--- src/rtl/uart_rx_pkg.sv ---
// Shared types and helpers for the UART receive path.
//   rx_state_t : receiver FSM state encoding
//   div_calc   : clock-per-tick divisor for a given clock, baud and oversample
//   div_sel    : maps the 2-bit baud select code to a tick divisor
//   DIV_*      : divisor values at the default 100 MHz clock with 16x oversampling
package uart_rx_pkg;

    typedef enum logic [2:0] {
        IDLE,
        START,
        DATA,
        STOP,
        BREAK
    } rx_state_t;

    // Wide enough for the slowest rate (4800 baud at 100 MHz -> 1302)
    localparam int unsigned TICK_W = 11;

    localparam int unsigned BAUD_9600   = 9600;
    localparam int unsigned BAUD_4800   = 4800;
    localparam int unsigned BAUD_115200 = 115200;

    localparam int unsigned DEF_CLK_FREQ   = 100_000_000;
    localparam int unsigned DEF_OVERSAMPLE = 16;

    // Truncating divide; never returns zero so the tick counter always wraps
    function automatic logic [TICK_W-1:0] div_calc(input int unsigned clk_freq,
                                                   input int unsigned baud,
                                                   input int unsigned oversample);
        int unsigned q;
        q = clk_freq / (baud * oversample);
        if (q == 0) q = 1;
        return q[TICK_W-1:0];
    endfunction

    localparam logic [TICK_W-1:0] DIV_9600   = div_calc(DEF_CLK_FREQ, BAUD_9600,   DEF_OVERSAMPLE);
    localparam logic [TICK_W-1:0] DIV_4800   = div_calc(DEF_CLK_FREQ, BAUD_4800,   DEF_OVERSAMPLE);
    localparam logic [TICK_W-1:0] DIV_115200 = div_calc(DEF_CLK_FREQ, BAUD_115200, DEF_OVERSAMPLE);
    // Simulation mode: one tick per clock, independent of clock frequency
    localparam logic [TICK_W-1:0] DIV_SIM    = 11'd1;

    function automatic logic [TICK_W-1:0] div_sel(input logic [1:0]  s,
                                                  input int unsigned clk_freq,
                                                  input int unsigned oversample);
        logic [TICK_W-1:0] d;
        case (s)
            2'b00:   d = div_calc(clk_freq, BAUD_9600,   oversample);
            2'b01:   d = div_calc(clk_freq, BAUD_4800,   oversample);
            2'b10:   d = div_calc(clk_freq, BAUD_115200, oversample);
            default: d = DIV_SIM;
        endcase
        return d;
    endfunction

endpackage

--- src/rtl/baud_tick_gen.sv ---
// Oversampling tick generator.
//   clk_in : system clock
//   reset  : asynchronous active-high reset
//   div    : clocks per tick (>= 1)
//   clear  : restart the count from zero (aligns ticks to a frame)
//   tick   : one-cycle strobe every div clocks
module baud_tick_gen
    import uart_rx_pkg::*;
(
    input  logic              clk_in,
    input  logic              reset,
    input  logic [TICK_W-1:0] div,
    input  logic              clear,
    output logic              tick
);

    logic [TICK_W-1:0] cnt;

    // ">=" rather than "==" so a divisor that shrinks under a running count
    // still wraps instead of running all the way round the counter.
    assign tick = (cnt >= (div - 11'd1));

    always_ff @(posedge clk_in or posedge reset) begin
        if (reset) begin
            cnt <= '0;
        end else if (clear || tick) begin
            cnt <= '0;
        end else begin
            cnt <= cnt + 11'd1;
        end
    end

endmodule

--- src/rtl/uart_receiver.sv ---
// UART receiver, 8N1, LSB first, 16x oversampled.
//   clk_in      : system clock
//   reset       : asynchronous active-high reset
//   S           : baud select 00=9600 01=4800 10=115200 11=one tick per clock
//   rx          : asynchronous serial input, idle high
//   rx_data     : last received byte
//   rx_valid    : byte available, held until rx_valid && rx_ready
//   rx_ready    : consumer accept
//   frame_err   : one-cycle pulse, stop bit sampled low
//   overrun_err : one-cycle pulse, byte completed while previous one unread
//   busy        : receiver is not idle
module uart_receiver
    import uart_rx_pkg::*;
#(
    parameter int unsigned CLK_FREQ   = 100_000_000,
    parameter int unsigned OVERSAMPLE = 16,
    parameter int unsigned DATA_BITS  = 8
) (
    input  logic                 clk_in,
    input  logic                 reset,
    input  logic [1:0]           S,
    input  logic                 rx,
    output logic [DATA_BITS-1:0] rx_data,
    output logic                 rx_valid,
    input  logic                 rx_ready,
    output logic                 frame_err,
    output logic                 overrun_err,
    output logic                 busy
);

    localparam logic [3:0] SAMPLE_MID  = 4'(OVERSAMPLE / 2 - 1);
    localparam logic [3:0] SAMPLE_LAST = 4'(OVERSAMPLE - 1);
    localparam logic [2:0] BIT_LAST    = 3'(DATA_BITS - 1);

    logic                 rx_m, rx_s, rx_prev;
    logic [TICK_W-1:0]    div_q;
    logic                 tick;
    rx_state_t            state, state_n;
    logic [3:0]           sample_cnt;
    logic [2:0]           bit_cnt;
    logic [DATA_BITS-1:0] shift_q;

    // Decoded strobes from the next-state logic
    logic start_det, go_data, shift_en, stop_good, stop_bad;

    // Two-flop synchroniser plus one history flop for falling-edge detection
    always_ff @(posedge clk_in or posedge reset) begin
        if (reset) begin
            rx_m    <= 1'b1;
            rx_s    <= 1'b1;
            rx_prev <= 1'b1;
        end else begin
            rx_m    <= rx;
            rx_s    <= rx_m;
            rx_prev <= rx_s;
        end
    end

    // Rate only follows S between frames so a mid-frame change cannot
    // corrupt the byte in flight.
    always_ff @(posedge clk_in or posedge reset) begin
        if (reset) begin
            div_q <= DIV_SIM;
        end else if (state == IDLE) begin
            div_q <= div_sel(S, CLK_FREQ, OVERSAMPLE);
        end
    end

    baud_tick_gen u_tick (
        .clk_in (clk_in),
        .reset  (reset),
        .div    (div_q),
        .clear  (start_det),
        .tick   (tick)
    );

    always_ff @(posedge clk_in or posedge reset) begin
        if (reset) begin
            state <= IDLE;
        end else begin
            state <= state_n;
        end
    end

    always_comb begin
        state_n   = state;
        start_det = 1'b0;
        go_data   = 1'b0;
        shift_en  = 1'b0;
        stop_good = 1'b0;
        stop_bad  = 1'b0;
        case (state)
            IDLE: begin
                if (rx_prev && !rx_s) begin
                    state_n   = START;
                    start_det = 1'b1;
                end
            end
            START: begin
                // Re-check mid start bit; a line already back high was a glitch
                if (tick && sample_cnt == SAMPLE_MID) begin
                    if (rx_s) begin
                        state_n = IDLE;
                    end else begin
                        state_n = DATA;
                        go_data = 1'b1;
                    end
                end
            end
            DATA: begin
                if (tick && sample_cnt == SAMPLE_LAST) begin
                    shift_en = 1'b1;
                    if (bit_cnt == BIT_LAST) state_n = STOP;
                end
            end
            STOP: begin
                if (tick && sample_cnt == SAMPLE_LAST) begin
                    if (rx_s) begin
                        stop_good = 1'b1;
                        state_n   = IDLE;
                    end else begin
                        stop_bad = 1'b1;
                        state_n  = BREAK;
                    end
                end
            end
            BREAK: begin
                // Hold off until the line idles so a stuck-low line cannot retrigger
                if (rx_s) state_n = IDLE;
            end
            default: state_n = IDLE;
        endcase
    end

    // Counters and shift register. Starting in mid start bit, a full bit
    // period of ticks lands each later sample in the middle of its bit.
    always_ff @(posedge clk_in or posedge reset) begin
        if (reset) begin
            sample_cnt <= '0;
            bit_cnt    <= '0;
            shift_q    <= '0;
        end else begin
            if (start_det || go_data) begin
                sample_cnt <= '0;
            end else if (tick) begin
                sample_cnt <= sample_cnt + 4'd1;
            end

            if (start_det) begin
                bit_cnt <= '0;
            end else if (shift_en) begin
                bit_cnt <= bit_cnt + 3'd1;
            end

            // LSB arrives first, so shift in at the top
            if (shift_en) begin
                shift_q <= {rx_s, shift_q[DATA_BITS-1:1]};
            end
        end
    end

    // Output handshake. A completing byte wins over an accept in the same
    // cycle, and only counts as an overrun when nobody is taking the old one.
    always_ff @(posedge clk_in or posedge reset) begin
        if (reset) begin
            rx_data     <= '0;
            rx_valid    <= 1'b0;
            frame_err   <= 1'b0;
            overrun_err <= 1'b0;
        end else begin
            frame_err   <= stop_bad;
            overrun_err <= stop_good && rx_valid && !rx_ready;
            if (stop_good) begin
                rx_data  <= shift_q;
                rx_valid <= 1'b1;
            end else if (rx_valid && rx_ready) begin
                rx_valid <= 1'b0;
            end
        end
    end

    assign busy = (state != IDLE);

endmodule

--- config.mk ---
export PLATFORM = sky130hd
export DESIGN_NAME = uart_receiver
export DESIGN_NICKNAME = d
export VERILOG_FILES = /design/src/rtl/uart_rx_pkg.sv /design/src/rtl/baud_tick_gen.sv /design/src/rtl/uart_receiver.sv
export SDC_FILE = /design/constraint.sdc
export NUM_CORES = 1
export LEC_CHECK = 0
export ABC_AREA = 1
export BUFFER_PORTS_ARGS = -buffer_cell sky130_fd_sc_hd__buf_2
export CORE_AREA = 3 3 99 101
export DETAILED_ROUTE_END_ITERATION = 8
export DIE_AREA = 0 0 102 104
export HOLD_SLACK_MARGIN = 0.12
export PLACE_DENSITY = 0.55
export SLEW_MARGIN = 5
export SYNTH_ARGS = -nofsm -noshare
export SYNTH_HDL_FRONTEND = slang
export SYNTH_SLANG_ARGS = --single-unit
--- constraint.sdc ---
create_clock -name clk_in -period 3.7 [get_ports clk_in]
set_clock_uncertainty 0.1 [all_clocks]
set_input_delay 0 -clock clk_in [delete_from_list [all_inputs] [get_ports clk_in]]
set_output_delay 0 -clock clk_in [all_outputs]
set_load 0.05 [all_outputs]
==> results.md, run 1 <==
* CP required at 3.80 ns
* Worst slew pin tran at 1.02 ns
* Filler cell count at 963
* Reg area at 0.00123 mm²
* Netlist cell types at 38
* FF+latch count, synth at 49
* Final Setup Violations at 0
* Period Utilization, post-route at 72.9%
* Grt ovf at 0
* Max Cap Viol at 0
* Vias in the first global route at 1954
* F_max at 0.371 GHz
* Drt total wl at 4.68 mm
* Hold Buf Count CTS at 6
* Yosys top cell by area: dfrtp_1
* Starting Density at 29.5%
* N_diodes at 0
* GR Util All Layers at 9.95%
* Synth Net Count at 325
* Synth Area in Simple Gates at 26.0%
* Pleak at 0.00154 µW
* Clock tree buffer depth at 2
* CP Max Fanout at 20
* HPWL after DPL at 3.51 mm
* Run status: finished clean
* Compound-Gate Fraction of Synth Area at 9.69%
* Maximum vdd drop at 0.213 mV
* ANT nets after route at 0
* Multi-input gate area at 0.00124 mm²
* Post-layout nets at 351
* Synth Area in XOR/XNOR at 1.30%
* Layout Area Growth over Synthesis at 13.2%
* Drt first pass iters at 4
* Crit Path Class: register to register
* CP Data Arrival Time at 2.80 ns
* Setup TNS at 0 ns
* Asr flop ratio synth at 100%
* Die Ht at 104 µm
* Number of synthesized flops with an enable pin at 0
* Rows at 35
* 1st-iter DRT viols at 31
* Pwr per Cell Area at 640 mW/mm²
* RSZ-0062 raised after global routing: false
* Largest cells by area after synthesis: dfrtp_1 (42%), nand2_1 (9.5%), ha_1 (9.3%)
* Largest family of logic cells by synthesized area: simple AND/OR/NAND/NOR gates
* Flop-to-flop setup slack at 1.00 ns
* Core Area at 0.00911 mm²
* Cell Area, Placed at 0.00287 mm²
* Number of synthesis warnings at 0
* Latest clock arrival within the worst-skew pair at 0.31 ns
* Initial antenna violation count at 0
* Cell area after synthesis at 0.00269 mm²
* Count of input and output buffers at 17
* Mapped Avg Cell Area at 8.98 µm²
* Post-CTS sizing at 0
* DRC Markers at 0
* Period minus WS final at 2.70 ns
* Layout cell share with drive strength beyond 1 at 19.9%
* Final Hold Viols at 0
* CTS tree: built
* Sequential fraction of the synthesis area at 45.8%
* Root buf cell: clkbuf_8
* Launching element type of the critical path: register
* # IOs at 18
* Setup bufs post-CTS at 0
* Setup crit end kind: register
* Die Wd at 102 µm
* RePlAce Congestion at 0.851
* WL/cell at 10.7 µm
* CTS clk-pin slew, worst paths at 0.10 ns
* Slew Limit Fails at 0
* Largest net degree at the start of global routing at 50
* Adder-Cell Fraction of Synth Area at 9.32%
* DR vias/cell at 4.41
* Mux share of post-synthesis cell area at 0%
* CTS Sinks at 49
* Synth Flop Type: dfrtp_1
* Post-Layout Inst Area at 0.00304 mm²
* First-pass GRT wire length at 8.72 mm
* Worst hold path type: input pin to register
* Die area at 0.0106 mm²
* Htree depth at 2
* Post-synth top area share at 41.9%
* Vias at 1925
* Rel. slew slack at 32.0%
* TritonCTS buffer count at 5
* Synth Instances at 299
==> final cells by class <==
cell class | count | share of cell area (%)
multi-input combinational | 202 | 40.9
sequential | 49 | 40.5
inverter | 44 | 5.43
timing repair buffer | 23 | 4.77
tap | 111 | 4.57
clock buffer | 5 | 2.26
clock inverter | 3 | 1.56
==> synth_stat cells (2+ instances only) <==
master / instances
ha_1: 20
nor3_1: 2
buf_6: 4
o21ai_0: 14
inv_2: 4
nor3_2: 4
nor2_4: 2
nand3_1: 12
nor2_2: 3
dfstp_2: 4
o21ai_2: 8
nand3b_1: 2
nand2_1: 68
o21ai_1: 4
o2111ai_1: 2
nor3b_2: 3
nand4_1: 4
nor2_1: 20
nand2_2: 5
nand4_4: 2
nor4_1: 2
inv_1: 40
dfrtp_1: 45
a21oi_1: 9
xor2_1: 3
==> kinds of logic after synthesis <==
kind of cell | count (synthesis)
AO/OA/AOI/OAI | 42
flip-flops | 49
AND/OR/NAND/NOR | 136
adder cells (fa/ha/maj) | 20
buffers and inverters | 48
XOR/XNOR | 4
==> power breakdown <==
part | internal [µW] | switching, µW | leakage (µW)
registers | 627 | 82.7 | 0.000651
clock network | 207 | 199 | 0.0000591
logic | 293 | 538 | 0.000826
==> layout by cell type, fill, tap and decap left out, types with 3 or more instances in the layout <==
| cell type | n |
|---|---|
| nand4_1 | 4 |
| o21ai_1 | 4 |
| nor2_1 | 20 |
| a21oi_1 | 9 |
| nor3_2 | 4 |
| dfstp_2 | 4 |
| xor2_1 | 3 |
| ha_1 | 20 |
| nor3b_2 | 3 |
| nor2_2 | 3 |
| nand3_1 | 12 |
| nand2_1 | 68 |
| dlygate4sd3_1 | 6 |
| o21ai_0 | 14 |
| clkbuf_8 | 5 |
| inv_1 | 39 |
| o21ai_2 | 8 |
| buf_2 | 17 |
| dfrtp_1 | 45 |
| inv_2 | 5 |
| nand2_2 | 5 |
==> worst paths after layout <==
check / start / endpoint / depth (start not counted)
min in group asynchronous: reset / u_tick.cnt[1] / 3
hold reg to reg: rx_m / rx_s / 0
setup reg to reg: div_q[0] / bit_cnt[1] / 16
setup / recovery: div_q[0] / bit_cnt[1] / 16
max in group asynchronous: reset / rx_data[5] / 3
hold / removal: rx / rx_m / 2
==> registers in the layout, indices dropped and copies added, names as in the netlist, 3 cells and up <==
signal,count
u_tick.cnt,11
div_q,6
sample_cnt,4
state,3
rx_data,8
shift_q,8
bit_cnt,3
==> critical path: stages (launching register included) <==
cell and delay, ns:
dfstp_2 0.55, inv_1 0.07, ha_1 0.23, nand3_1 0.15, xor2_1 0.09, ha_1 0.31, nand2_1 0.06, inv_1 0.06
nand2_2 0.06, nor2_2 0.10, nand2_2 0.08, nand4_4 0.12, nand2_4 0.08, nor2_4 0.33, inv_2 0.08, nand3_1 0.08
nand2_1 0.06
==> per-stage QoR <==
step	power (µW)	util [%]	instances	setup WS (ns)	hold slack [ns]
6_report	1950	33.4	437	1.00	0.234
5_1_grt	2140	33.4	437	0.684	0.218
4_1_cts	1980	33.4	437	0.996	0.214
3_5_place_dp	1560	31.5	423	1.01	0.00615
3_3_place_gp	1540	31.5	423	1.06	0.00577
2_1_floorplan	1400	-	299	1.28	-0.0955
==> routing by layer <==
metal,global-route usage (%),vias to the layer above,wire length [µm],part of all wire (%)
li1,-,1020,-,-
met1,13.4,882,2400,51
met2,15.8,19,2110,45
met3,2.41,4,134,2.9
met4,2.81,0,42,0.90
met5,0,-,0,0
Note: power is estimated with default switching activity, not from simulation.
==> run 2: changes to the inputs <==
PLACE_DENSITY = 0.56   (was 0.55)
clock period = 2.2 ns   (was 3.7 ns; I/O delays follow)
==> run 2 against run 1 <==
Against the previous run: the run now ends with setup timing left; sequential power up 66%; final area up 15%; first-iteration DRC count up 52%; final cell count up 7.3%; non-clock buffer count up 29; utilization up 4.9 points; worst hold slack worse by 0.0013 ns; sequential share of layout area down 5.2 points; clock power up 47%; flip-flop and latch count unchanged; routed wire length up 21%; critical path type unchanged; largest power group unchanged.
==> results.md, run 2 (same netlist as run 1, synthesis figures left out) <==
* DR vias/cell at 4.57 (+3.6%)
* Pint at 2290 µW (+100%)
* CTS clk-pin slew, worst paths at 0.10 ns (about the same)
* Die Ht at 104 µm (unchanged)
* Period Utilization, post-route at 116% (+43 points)
* ANT nets after route at 0 (unchanged)
* Post-layout nets at 383 (+9.1%)
* Latest clock arrival within the worst-skew pair at 0.31 ns (about the same)
* Period minus WS final at 2.54 ns (-0.152 ns)
* RSZ-0062 raised after global routing: true
* Flop-to-flop setup slack at -0.34 ns (-1.35 ns)
* Drt first pass iters at 4 (unchanged)
* Root buf cell: clkbuf_8
* Launching element type of the critical path: register
* Largest net degree at the start of global routing at 23 (-54%)
* Vias in the first global route at 2232 (+14%)
* Clock share of power at 14.9% (-5.9 points)
* Layout cell share with drive strength beyond 1 at 35.2% (+15 points)
* Most flops, register: u_tick.cnt
* Commonest cells after routing, fill and taps aside: nand2_1 (57), dfrtp_1 (45), inv_1 (33), buf_4 (21), ha_1 (19)
* CP Data Arrival Time at 2.65 ns (-0.15 ns)
* CP required at 2.31 ns (-1.49 ns)
* Worst flop-to-flop path startpoint: div_q[0]
* Sw frac at 42.7% (+0.63 points)
* Flop pwr share at 29.6% (-6.9 points)
* Drt total wl at 5.65 mm (+21%)
* Max Cap Viol at 0 (unchanged)
* Count of input and output buffers at 17 (unchanged)
* Finished Layout Cells at 469 (+7.3%)
* Dpl ws at -0.321 ns (-1.33 ns)
* Core Area at 0.00911 mm² (unchanged)
* Final setup margin at -0.345 ns (-1.35 ns)
* Largest registers: u_tick.cnt: 11 flops, rx_data: 8 flops, shift_q: 8 flops
* RePlAce Congestion at 0.815 (-4.3%)
* Vias at 2141 (+11%)
* Worst hold path type: input pin to register
* Die area at 0.0106 mm² (unchanged)
* Max reg flops at 11 (unchanged)
* CP max-delay cell: dfstp_2
* Pwr per Cell Area at 1140 mW/mm² (+79%)
* Final Power at 4000 µW (+110%)
* Setup crit end kind: register
* Layout Area Growth over Synthesis at 29.9%
* First-pass GRT wire length at 9.96 mm (+14%)
* Min-Delay Endpoint: rx_m
* Worst path max stage delay at 0.55 ns (about the same)
* Rel. slew slack at 36.3% (+4.3 points)
* GR Util All Layers at 11.4% (+1.4 points)
* Worst slew pin tran at 0.952 ns (-0.0671 ns)
* Hold WS at 0.233 ns (-0.00134 ns)
* F_max at 0.393 GHz (+6.0%)
* CTS tree: built
* Final Setup Violations at 40 (+40)
* 1st-iter DRT viols at 47 (+52%)
* Pleak at 0.00172 µW (+12%)
* CP Max Fanout at 4 (-80%)
* Hold depth at 2 (unchanged)
* Worst reg2reg path depth at 14 (-2)
* Worst-path cell chain: inv_2 -> ha_4 -> nand3_4 -> xor2_2 -> ha_1 -> inv_1 -> nor2_1 -> nand3_2 -> nand4_4 -> buf_12 -> buf_8 -> nand4_4 -> nand2_2 -> o21ai_2
* Initial antenna violation count at 0 (unchanged)
* Clock tree buffer depth at 2 (unchanged)
* DRC Markers at 0 (unchanged)
* Hold path start: rx
* Starting Density at 29.5% (unchanged)
* Setup TNS at -10.15 ns (-10.15 ns)
* Reg2reg end: rx_data[7]
* Rows at 35 (unchanged)
* # placed instances at 440 (+4.0%)
* Most common cell after layout, fill and taps aside: nand2_1
* Most used cell, CP: nand4_4
* Crit Path Class: register to register
* Combinational power share at 55.5% (+13 points)
* Run status: complete, but fails checks
* Slew Limit Fails at 0 (unchanged)
* WL/cell at 12.1 µm (+12%)
* N_diodes at 0 (unchanged)
* # IOs at 18 (unchanged)
* Final Hold Viols at 0 (unchanged)
* Sw Pwr at 1710 µW (+110%)
* Maximum vdd drop at 0.431 mV (+100%)
* Die Wd at 102 µm (unchanged)
* Grt ovf at 0 (unchanged)
* HPWL after DPL at 3.92 mm (+12%)
* Failing checks: setup timing
* TritonCTS buffer count at 5 (unchanged)
* CTS Sinks at 49 (unchanged)
* Htree depth at 2 (unchanged)
run 2: changes by cell type in the layout (fill, tap and decap cells not counted), sizes merged:
cell and delta:
bufinv -1, clkinv +1, inv -1, buf +28, nand4 +3, clkbuf +1
dlygate4sd3 +1
run 2: how the worst max path moves through the flow:
stage | start | endpoint | slack (ns) | depth (start not counted)
2_1_floorplan | div_q[0] | bit_cnt[0] | -0.11 | 14
3_3_place_gp | div_q[1] | rx_data[3] | -0.26 | 12
3_5_place_dp | div_q[1] | rx_data[5] | -0.32 | 14
4_1_cts | div_q[0] | u_tick.cnt[3] | -0.31 | 13
5_1_grt | div_q[1] | shift_q[0] | -0.44 | 14
6_report | div_q[0] | rx_data[7] | -0.34 | 14
run 2: layout make-up:
class / count / area, µm²
clock inverters: 2 / 17.5
flip-flops and latches: 49 / 1230
inverters: 44 / 168
repair buffers: 52 / 422
multi-input cells: 205 / 1430
fillers: 905 / 5620
well taps: 111 / 139
clock buffers: 6 / 82.6
run 2: what timing repair did:
| action | CTS | global route |
|---|---|---|
| setup buffers | 4 | 7 |
| pin swaps | 6 | 12 |
| resized for setup | 14 | 27 |
| gates cloned | 3 | 0 |
| setup endpoints to repair | 40 | 40 |
| hold buffers | 7 | 0 |
| hold endpoints to repair | 55 | 0 |
run 2: worst max-delay path: cells and delay by family (launching register included):
kind | cells | cell delay (ns)
AOI/OAI and AO/OA | 1 | 0.05
buffers and inverters | 4 | 0.33
xor gates and xnor gates | 1 | 0.07
DFF | 1 | 0.55
and+or+nand+nor | 6 | 0.84
adders and majority gates | 2 | 0.49
run 2: per-stage QoR:
| stage | util (%) | area, µm² |
|---|---|---|
| floorplan | - | 2710 |
| CTS | 36.6 | 3330 |
| global route | 38.3 | 3490 |
| global placement | 33.4 | 3040 |
| detailed placement | 33.4 | 3040 |
| finish | 38.3 | 3490 |
run 2: power groups by stage:
stage	Sequential, µW	Combinational (µW)	Clock (µW)
finish	1180	2220	595
global route	1210	2460	657
CTS	1180	1900	621
detailed placement	1200	1730	0
global placement	1200	1680	0
floorplan	1180	1210	0
run 2: per-layer routing:
| metal | GRT usage, % | share of wire, % |
|---|---|---|
| met2 | 19.1 | 50 |
| met3 | 2.35 | 2.6 |
| met1 | 14.8 | 46 |
| met5 | 0 | 0 |
| met4 | 3.09 | 0.94 |
